$ cat src/rtl/motion_pkg.sv
// Shared definitions for the motion tracker: default sizes, heading encoding
// and the signed saturation helper used by each axis.
package motion_pkg;

    localparam int W_DEF     = 11;
    localparam int DW_DEF    = 4;
    localparam int STALL_DEF = 8;

    localparam logic HEAD_INC = 1'b1;
    localparam logic HEAD_DEC = 1'b0;

    // Clamp a signed value into the range representable by a dw-bit signed field.
    // The caller truncates the result to dw bits.
    function automatic logic signed [31:0] sat_signed(input logic signed [31:0] delta,
                                                      input int                  dw);
        logic signed [31:0] hi;
        logic signed [31:0] lo;
        logic signed [31:0] res;
        hi = (32'sd1 <<< (dw - 1)) - 32'sd1;
        lo = -(32'sd1 <<< (dw - 1));
        if (delta > hi) begin
            res = hi;
        end else if (delta < lo) begin
            res = lo;
        end else begin
            res = delta;
        end
        return res;
    endfunction

endpackage

$ cat src/rtl/axis_tracker.sv
// Single-axis tracker: remembers the previous position, and on each sample
// produces a saturated signed delta, a held heading and a one-cycle reversal
// pulse. is_zero flags a zero-motion sample combinationally for the stall logic.
module axis_tracker
    import motion_pkg::*;
#(
    parameter int W  = W_DEF,
    parameter int DW = DW_DEF
) (
    input  logic                 clk,
    input  logic                 rst,
    input  logic                 sample_en,
    input  logic                 primed,
    input  logic [W-1:0]         pos,
    output logic                 heading,
    output logic signed [DW-1:0] delta_sat,
    output logic                 rev,
    output logic                 is_zero
);

    logic [W-1:0]         prev_q;
    logic [W-1:0]         prev_d;
    logic                 heading_q;
    logic                 heading_d;
    logic signed [DW-1:0] delta_q;
    logic signed [DW-1:0] delta_d;
    logic                 rev_q;
    logic                 rev_d;

    logic signed [W:0]    diff_s;
    logic signed [31:0]   diff_ext_s;
    logic                 zero_s;

    // Difference is taken one bit wider than the position so it can never wrap.
    always_comb begin
        diff_s     = $signed({1'b0, pos}) - $signed({1'b0, prev_q});
        diff_ext_s = {{(32 - W - 1){diff_s[W]}}, diff_s};
        zero_s     = (diff_s == {(W + 1){1'b0}});
    end

    // Next-state: first sample only captures the reference; later samples
    // update delta, heading and the reversal pulse. Rev clears on idle cycles.
    always_comb begin
        prev_d    = prev_q;
        heading_d = heading_q;
        delta_d   = delta_q;
        rev_d     = 1'b0;
        if (sample_en) begin
            if (!primed) begin
                prev_d = pos;
            end else begin
                prev_d  = pos;
                delta_d = DW'(sat_signed(diff_ext_s, DW));
                if (zero_s) begin
                    heading_d = heading_q;
                end else if (diff_s[W]) begin
                    heading_d = HEAD_DEC;
                end else begin
                    heading_d = HEAD_INC;
                end
                rev_d = (heading_d != heading_q);
            end
        end else begin
            rev_d = 1'b0;
        end
    end

    // Axis state registers with asynchronous active-low reset.
    always_ff @(posedge clk or negedge rst) begin
        if (!rst) begin
            prev_q    <= {W{1'b0}};
            heading_q <= HEAD_INC;
            delta_q   <= {DW{1'b0}};
            rev_q     <= 1'b0;
        end else begin
            prev_q    <= prev_d;
            heading_q <= heading_d;
            delta_q   <= delta_d;
            rev_q     <= rev_d;
        end
    end

    assign heading   = heading_q;
    assign delta_sat = delta_q;
    assign rev       = rev_q;
    assign is_zero   = zero_s;

endmodule

$ cat src/rtl/motion_tracker.sv
// Two-axis sprite motion tracker. Each axis runs its own heading/velocity
// tracker; the top owns the primed flag and the shared stall counter.
module motion_tracker
    import motion_pkg::*;
#(
    parameter int W            = W_DEF,
    parameter int DW           = DW_DEF,
    parameter int STALL_FRAMES = STALL_DEF
) (
    input  logic                 clk,
    input  logic                 rst,
    input  logic                 pos_valid,
    input  logic [W-1:0]         bx,
    input  logic [W-1:0]         by,
    output logic                 xh,
    output logic                 yh,
    output logic signed [DW-1:0] dx,
    output logic signed [DW-1:0] dy,
    output logic                 x_rev,
    output logic                 y_rev,
    output logic                 stalled,
    output logic                 primed
);

    localparam int            CW        = $clog2(STALL_FRAMES + 1);
    localparam logic [CW-1:0] STALL_MAX = CW'(STALL_FRAMES);

    logic          primed_q;
    logic          primed_d;
    logic [CW-1:0] cnt_q;
    logic [CW-1:0] cnt_d;
    logic          stalled_q;
    logic          stalled_d;
    logic          x_zero_s;
    logic          y_zero_s;

    axis_tracker #(.W(W), .DW(DW)) u_axis_x (
        .clk       (clk),
        .rst       (rst),
        .sample_en (pos_valid),
        .primed    (primed_q),
        .pos       (bx),
        .heading   (xh),
        .delta_sat (dx),
        .rev       (x_rev),
        .is_zero   (x_zero_s)
    );

    axis_tracker #(.W(W), .DW(DW)) u_axis_y (
        .clk       (clk),
        .rst       (rst),
        .sample_en (pos_valid),
        .primed    (primed_q),
        .pos       (by),
        .heading   (yh),
        .delta_sat (dy),
        .rev       (y_rev),
        .is_zero   (y_zero_s)
    );

    // Primed latches on the first sample; the stall count advances only on
    // primed samples with no motion on either axis and saturates at the limit.
    always_comb begin
        primed_d = primed_q;
        cnt_d    = cnt_q;
        if (pos_valid) begin
            primed_d = 1'b1;
            if (primed_q) begin
                if (x_zero_s && y_zero_s) begin
                    if (cnt_q == STALL_MAX) begin
                        cnt_d = cnt_q;
                    end else begin
                        cnt_d = cnt_q + CW'(1);
                    end
                end else begin
                    cnt_d = {CW{1'b0}};
                end
            end else begin
                cnt_d = cnt_q;
            end
        end else begin
            primed_d = primed_q;
        end
        stalled_d = (cnt_d == STALL_MAX);
    end

    // Shared state with asynchronous active-low reset.
    always_ff @(posedge clk or negedge rst) begin
        if (!rst) begin
            primed_q  <= 1'b0;
            cnt_q     <= {CW{1'b0}};
            stalled_q <= 1'b0;
        end else begin
            primed_q  <= primed_d;
            cnt_q     <= cnt_d;
            stalled_q <= stalled_d;
        end
    end

    assign primed  = primed_q;
    assign stalled = stalled_q;

endmodule

$ cat config.mk
export PLATFORM = sky130hd
export DESIGN_NAME = motion_tracker
export DESIGN_NICKNAME = d
export VERILOG_FILES = /design/src/rtl/motion_pkg.sv /design/src/rtl/axis_tracker.sv /design/src/rtl/motion_tracker.sv
export SDC_FILE = /design/constraint.sdc
export NUM_CORES = 1
export LEC_CHECK = 0
export CAP_MARGIN = 20
export CORE_MARGIN = 3
export CORE_UTILIZATION = 40
export DETAILED_ROUTE_END_ITERATION = 10
export DONT_BUFFER_PORTS = 1
export GPL_ROUTABILITY_DRIVEN = 0
export GPL_TIMING_DRIVEN = 1
export PLACE_DENSITY = 0.64
export SKIP_LAST_GASP = 1
export SLEW_MARGIN = 40
export SYNTH_ARGS = -nofsm -noshare
export SYNTH_HDL_FRONTEND = slang
export SYNTH_HIERARCHICAL = 1
export SYNTH_SLANG_ARGS = --single-unit
$ cat constraint.sdc
create_clock -name clk -period 4 [get_ports clk]
set_input_delay 0.4 -clock clk [delete_from_list [all_inputs] [get_ports clk]]
set_output_delay 0.4 -clock clk [all_outputs]
set_load 0.05 [all_outputs]
### Word level (Yosys, flattened, before mapping)

Cells that the tools add are included.

| cells by class | value |
|---|---|
| $lt $le $gt $ge | 4 |
| $add $sub $neg | 3 |
| multiplexer cells | 20 |
| equality and inequality tests | 4 |
| reductions and logical operators | 4 |

Operator list:

| kind | count |
|---|---|
| $mux 4 | 8 |
| $gt 12x4->1 const B | 2 |
| $logic_not 12->1 | 2 |
| $lt 12x4->1 const B | 2 |
| $sub 11x11->12 | 2 |
| $mux 1 | 12 |
| $eq 4x4->1 const B | 2 |
| $add 4x1->4 const B | 1 |
| $ne 1x1->1 | 2 |
| $reduce_and 2->1 | 1 |
| $logic_and 1x1->1 | 1 |

| storage, ports and cells | value |
|---|---|
| output and inout port bits | 14 |
| logic and storage cells | 46 |
| input port bits | 25 |
| register bits after elaboration | 40 |

### Depth between registers and ports, before layout

| logic depth | value |
|---|---|
| depth after elaboration | 8 |
| depth in mapped cells | 15 |
| gate-level depth less buffers | 15 |

### Hierarchy

The synthesis kept the hierarchy.

By module, submodules not included:

| module | seq. area each (um^2) | area an instance (um^2) | cells each | instances |
|---|---|---|---|---|
| axis_tracker (u_axis_y) | 426.7 | 1,432.6 | 168 | 1 |
| axis_tracker (u_axis_x) | 426.7 | 1,335.0 | 150 | 1 |
| motion_tracker | 150.1 | 319.1 | 29 | 1 |

### Worst setup path before layout

Ideal clock, no wire load.

| path | value |
|---|---|
| kind | input -> register |
| start point | input by[0] |
| end point | register stalled_q, in the netlist stalled |
| stages | 15 |
| arrival | 3,536 ps |
| buffers on the path | 0 |
| library setup time | 68 ps |
| data required time | 3,932 ps |
| setup slack | 396 ps |
| cells stage by stage | inv_1 -> ha_1 -> inv_1 -> fa_1 -> a211oi_2 -> o21ai_1 -> o21ai_2 -> xnor2_1 -> or4_1 -> or4_1 -> nor2_1 -> nand2_1 -> or4_4 -> nand3_2 -> and4b_1 |

| between the ends | value |
|---|---|
| cells in the longest elaborated chain, start to end | 7 |

Ends and longest elaborated chain:

| element | RTL line | text |
|---|---|---|
| start, declared | motion_tracker.sv:14 | `input logic [W-1:0] by,` |
| $sub 11x11->12 | axis_tracker.sv:36 | `diff_s = $signed({1'b0, pos}) - $signed({1'b0, prev_q});` |
| $logic_not 12->1 | axis_tracker.sv:38 | `zero_s = (diff_s == {(W + 1){1'b0}});` |
| named net y_zero_s | motion_tracker.sv:35 | `logic y_zero_s;` |
| $logic_and 1x1->1 | motion_tracker.sv:69 | `if (x_zero_s && y_zero_s) begin` |
| $mux 4 | motion_tracker.sv:69 |  |
| $mux 4 | motion_tracker.sv:68 | `if (primed_q) begin` |
| $mux 4 | motion_tracker.sv:66 | `if (pos_valid) begin` |
| named net cnt_d[3] | motion_tracker.sv:31 | `logic [CW-1:0] cnt_d;` |
| $eq 4x4->1 | motion_tracker.sv:84 | `stalled_d = (cnt_d == STALL_MAX);` |
| named net stalled_d | motion_tracker.sv:33 | `logic stalled_d;` |
| end signal, assigned | motion_tracker.sv:96 | `stalled_q <= stalled_d;` |
| end, declared | motion_tracker.sv:32 | `logic stalled_q;` |

The timed path passes the listed nets, and every way through them passes these cells.
A chain may end at the register's enable or synchronous reset.

### Worst setup path after layout

| path | value |
|---|---|
| start point | register u_axis_y.prev_q[0] |
| end point | register stalled_q, in the netlist stalled |

| between the ends | value |
|---|---|
| cells in the longest elaborated chain, start to end | 7 |

Ends and longest elaborated chain:

| element | RTL line | text |
|---|---|---|
| start, declared | axis_tracker.sv:21 | `logic [W-1:0] prev_q;` |
| start signal, assigned | axis_tracker.sv:71 | `prev_q <= {W{1'b0}};` |
| start signal, assigned | axis_tracker.sv:76 | `prev_q <= prev_d;` |
| $sub 11x11->12 | axis_tracker.sv:36 |  |
| $logic_not 12->1 | axis_tracker.sv:38 |  |
| named net y_zero_s | motion_tracker.sv:35 |  |
| $logic_and 1x1->1 | motion_tracker.sv:69 |  |
| $mux 4 | motion_tracker.sv:69 |  |
| $mux 4 | motion_tracker.sv:68 |  |
| $mux 4 | motion_tracker.sv:66 |  |
| named net cnt_d[3] | motion_tracker.sv:31 |  |
| $eq 4x4->1 | motion_tracker.sv:84 |  |
| named net stalled_d | motion_tracker.sv:33 |  |

The timed path passes the listed nets, and every way through them passes these cells.

==> out/metrics.cfg <==
[clock_network]
cts_root_buf = clkbuf_8
cts_tree = built
post-cts-setup-buffers = 0
insertion_delay_ps = 300
cts_buffers = 5
path_clk_slew_ps = 90
htree_levels = 2
cts_sinks = 40
cts_buffer_depth = 2

[place]
dp.cells = 435
dp_hpwl_um = 4920
post_dp_cell_area_um2 = 3150
port_buffers = 0

[synth]
synthesis.area_um2 = 3090
synth_edf_count = 0
ys_seq_elements = 40
synthFlopType = dfrtp_1
ys_async_sr_fraction_pct = 100
ys_seq_area_share_pct = 32.5
synth_top_area_share_pct = 30.8
syn_avg_cell_area_um2 = 8.90
synthCells = 347
yosysWarnings = 6
synthTopCellsByArea = dfrtp_1, ha_1, nand2_1, o21ai_0, inv_1
synth_nets = 398
synth_top_area_cell = dfrtp_1
yosysUniqueCellTypes = 75

[timing]
hold_violations = 0
skew_ps = 7.66
period_minus_slack_ps = 3730
min_period_over_period_pct = 93.4
finalSetupTns_ps = 0
maxSlewHeadroom_pct = 48.6
setup_viol = 0
rsz0062_at_grt = false
slew_viol_final = 0
fin_hold_ws_ps = 204
fmax_mhz = 268
tightest_slew_ps = 772

[global_routing]
grt-ovfl-total = 0
grt_pass1_wl_um = 11100
antenna_found_initial = 0
grt_start_max_net_pins = 52
grt_usage_pct = 15.5
grt_pass1_vias = 2361

[finish]
instances_no_fill = 445
layout-drive-gt1-share_pct = 11.0
nNetsFinal = 396
diodes = 0
n_fill_cell = 731
stdcell_area_um2 = 3280
final_core_util_pct = 44.4
syn_to_final_growth_pct = 6.12

[floorplanning]
num_rows = 31
initial_core_util_pct = 41.9
core_um2 = 7370
die_h_um = 93.8
die_x_um = 93.8
io_pins = 39
fp.dieArea_um2 = 8810

[route]
avgViaCountPerCell = 5.61
drtPass1Iterations = 4
vias = 2496
dr.first_iter.drc_count = 130
drc = 0
wire_per_inst_um = 14.8
ant_nets = 0
wl_um = 6580

[setup_path]
arrival_ps = 3960
r2r_slack_ps = 270
crit_end = stalled
r2r_end = stalled
r2r-start = u_axis_y/prev_q[0]
critPathRequiredTime_ps = 4230
reg2reg_depth = 14
start_kind = register
worstSetupPathType = reg2reg
crit_start = u_axis_y/prev_q[0]
crit_fanout = 5
cp-end-kind = register

[pwr]
power.density_nw_per_um2 = 397
ir_drop_mv = 0.150
p_leak_nw = 1.43

[worst_hold_path]
hold_class = in2reg

[job]
max_cap_violations = 0

[run_status]
outcome = finished clean

[state kept, by name, summed over array words and instances (netlist names)]
register	cells
u_axis_y/delta_sat	4
cnt_q	4
u_axis_y/heading	1
u_axis_x/delta_sat	4
primed	1
stalled	1
u_axis_x/heading	1
u_axis_y/prev_q	11
u_axis_y/rev	1
u_axis_x/prev_q	11
u_axis_x/rev	1
[critical path: stages, from the launching register on]
cell and delay (ps):
dfrtp_1 360, ha_1 170, inv_1 50, fa_1 430
a211oi_4 310, o21ai_1 130, o21ai_2 80, xnor2_1 100
or4_1 600, or4_1 410, nor2_1 150, nand2_1 120
or4_4 490, nand3_2 80, and4b_1 190
[how the worst min path moves through the flow]
| stage | from | to | cells after the start |
|---|---|---|---|
| floorplan | rst | cnt_q[0] | 0 |
| global placement | rst | u_axis_x/delta_sat[0] | 0 |
| detailed placement | rst | u_axis_x/delta_sat[0] | 0 |
| CTS | pos_valid | u_axis_x/prev_q[7] | 1 |
| global route | pos_valid | u_axis_x/prev_q[4] | 1 |
| finish | pos_valid | u_axis_x/prev_q[4] | 1 |
[timing repair]
| action | CTS | global route |
|---|---|---|
| hold buffers | 2 | 0 |
| setup endpoints to repair | 0 | 1 |
| gates resized for setup | 0 | 1 |
| hold endpoints to repair | 40 | 0 |
[Yosys cell counts, drive strengths merged (5+ instances only)]
master  number
dfrtp       38
o211ai       6
o21ai       37
a31oi        8
a21o         9
nor2        13
o21a         6
ha          24
nand3        6
a211oi       5
clkbuf       9
inv         30
xnor2        8
nor3         7
a21oi       15
nand2       47
[kinds of logic (layout without fill, tap and decap cells)]
group | Yosys count | in the layout | share of synthesized area [%]
DFF | 40 | 40 | 32.5
AOI/OAI and AO/OA | 116 | 116 | 27.2
buffers and inverters | 41 | 40 | 5.76
muxes | 4 | 4 | 1.38
and+or+nand+nor | 108 | 108 | 18.7
xor gates and xnor gates | 12 | 12 | 3.40
adders and majority gates | 26 | 26 | 11.0
[metrics by stage]
step           power [W]  worst slack, ps
6_report         0.00130              266
5_1_grt          0.00139             27.0
4_1_cts          0.00131              221
3_5_place_dp     0.00100              148
3_3_place_gp    0.000993              232
2_1_floorplan   0.000935              396
[power breakdown]
part / total, W / switching [W] / leakage [nW] / internal [W]
clock network: 0.000293 / 0.000155 / 0.0510 / 0.000138
logic: 0.000439 / 0.000253 / 0.894 / 0.000185
registers: 0.000570 / 0.000117 / 0.486 / 0.000453
total: 0.00130 / 0.000526 / 1.43 / 0.000776
[cell usage in the layout, fill, tap and decap left out, types with 6 or more instances in the layout]
cell type  Yosys  routed
o21ai_0       34      34
clkbuf_8       2       6
a21o_1         6       6
dfrtp_1       38      38
nor2_1        13      13
inv_1         30      30
xnor2_1        8       8
a31oi_1        8       8
ha_1          24      24
nand2_1       46      46
nor3_1         7       7
a21oi_1       12      12
[per-layer routing]
| layer | part of all wire, % | vias up | global-route usage [%] |
|---|---|---|---|
| li1 | - | 1263 | - |
| met1 | 50 | 1179 | 21.8 |
| met2 | 42 | 48 | 22.6 |
| met3 | 6.4 | 6 | 4.57 |
| met4 | 0.94 | 0 | 5.05 |
| met5 | 0 | - | 0 |
[layout make-up]
cell class	count	area [um2]	share of cell area, %
inverters	30	113	3.44
well taps	99	124	3.78
multi-input cells	266	1910	58.4
repair buffers	2	30.0	0.917
clock buffers	6	82.6	2.52
clock inverters	2	10.0	0.306
flip-flops and latches	40	1000	30.6
Power figures use the tool's default switching activity.
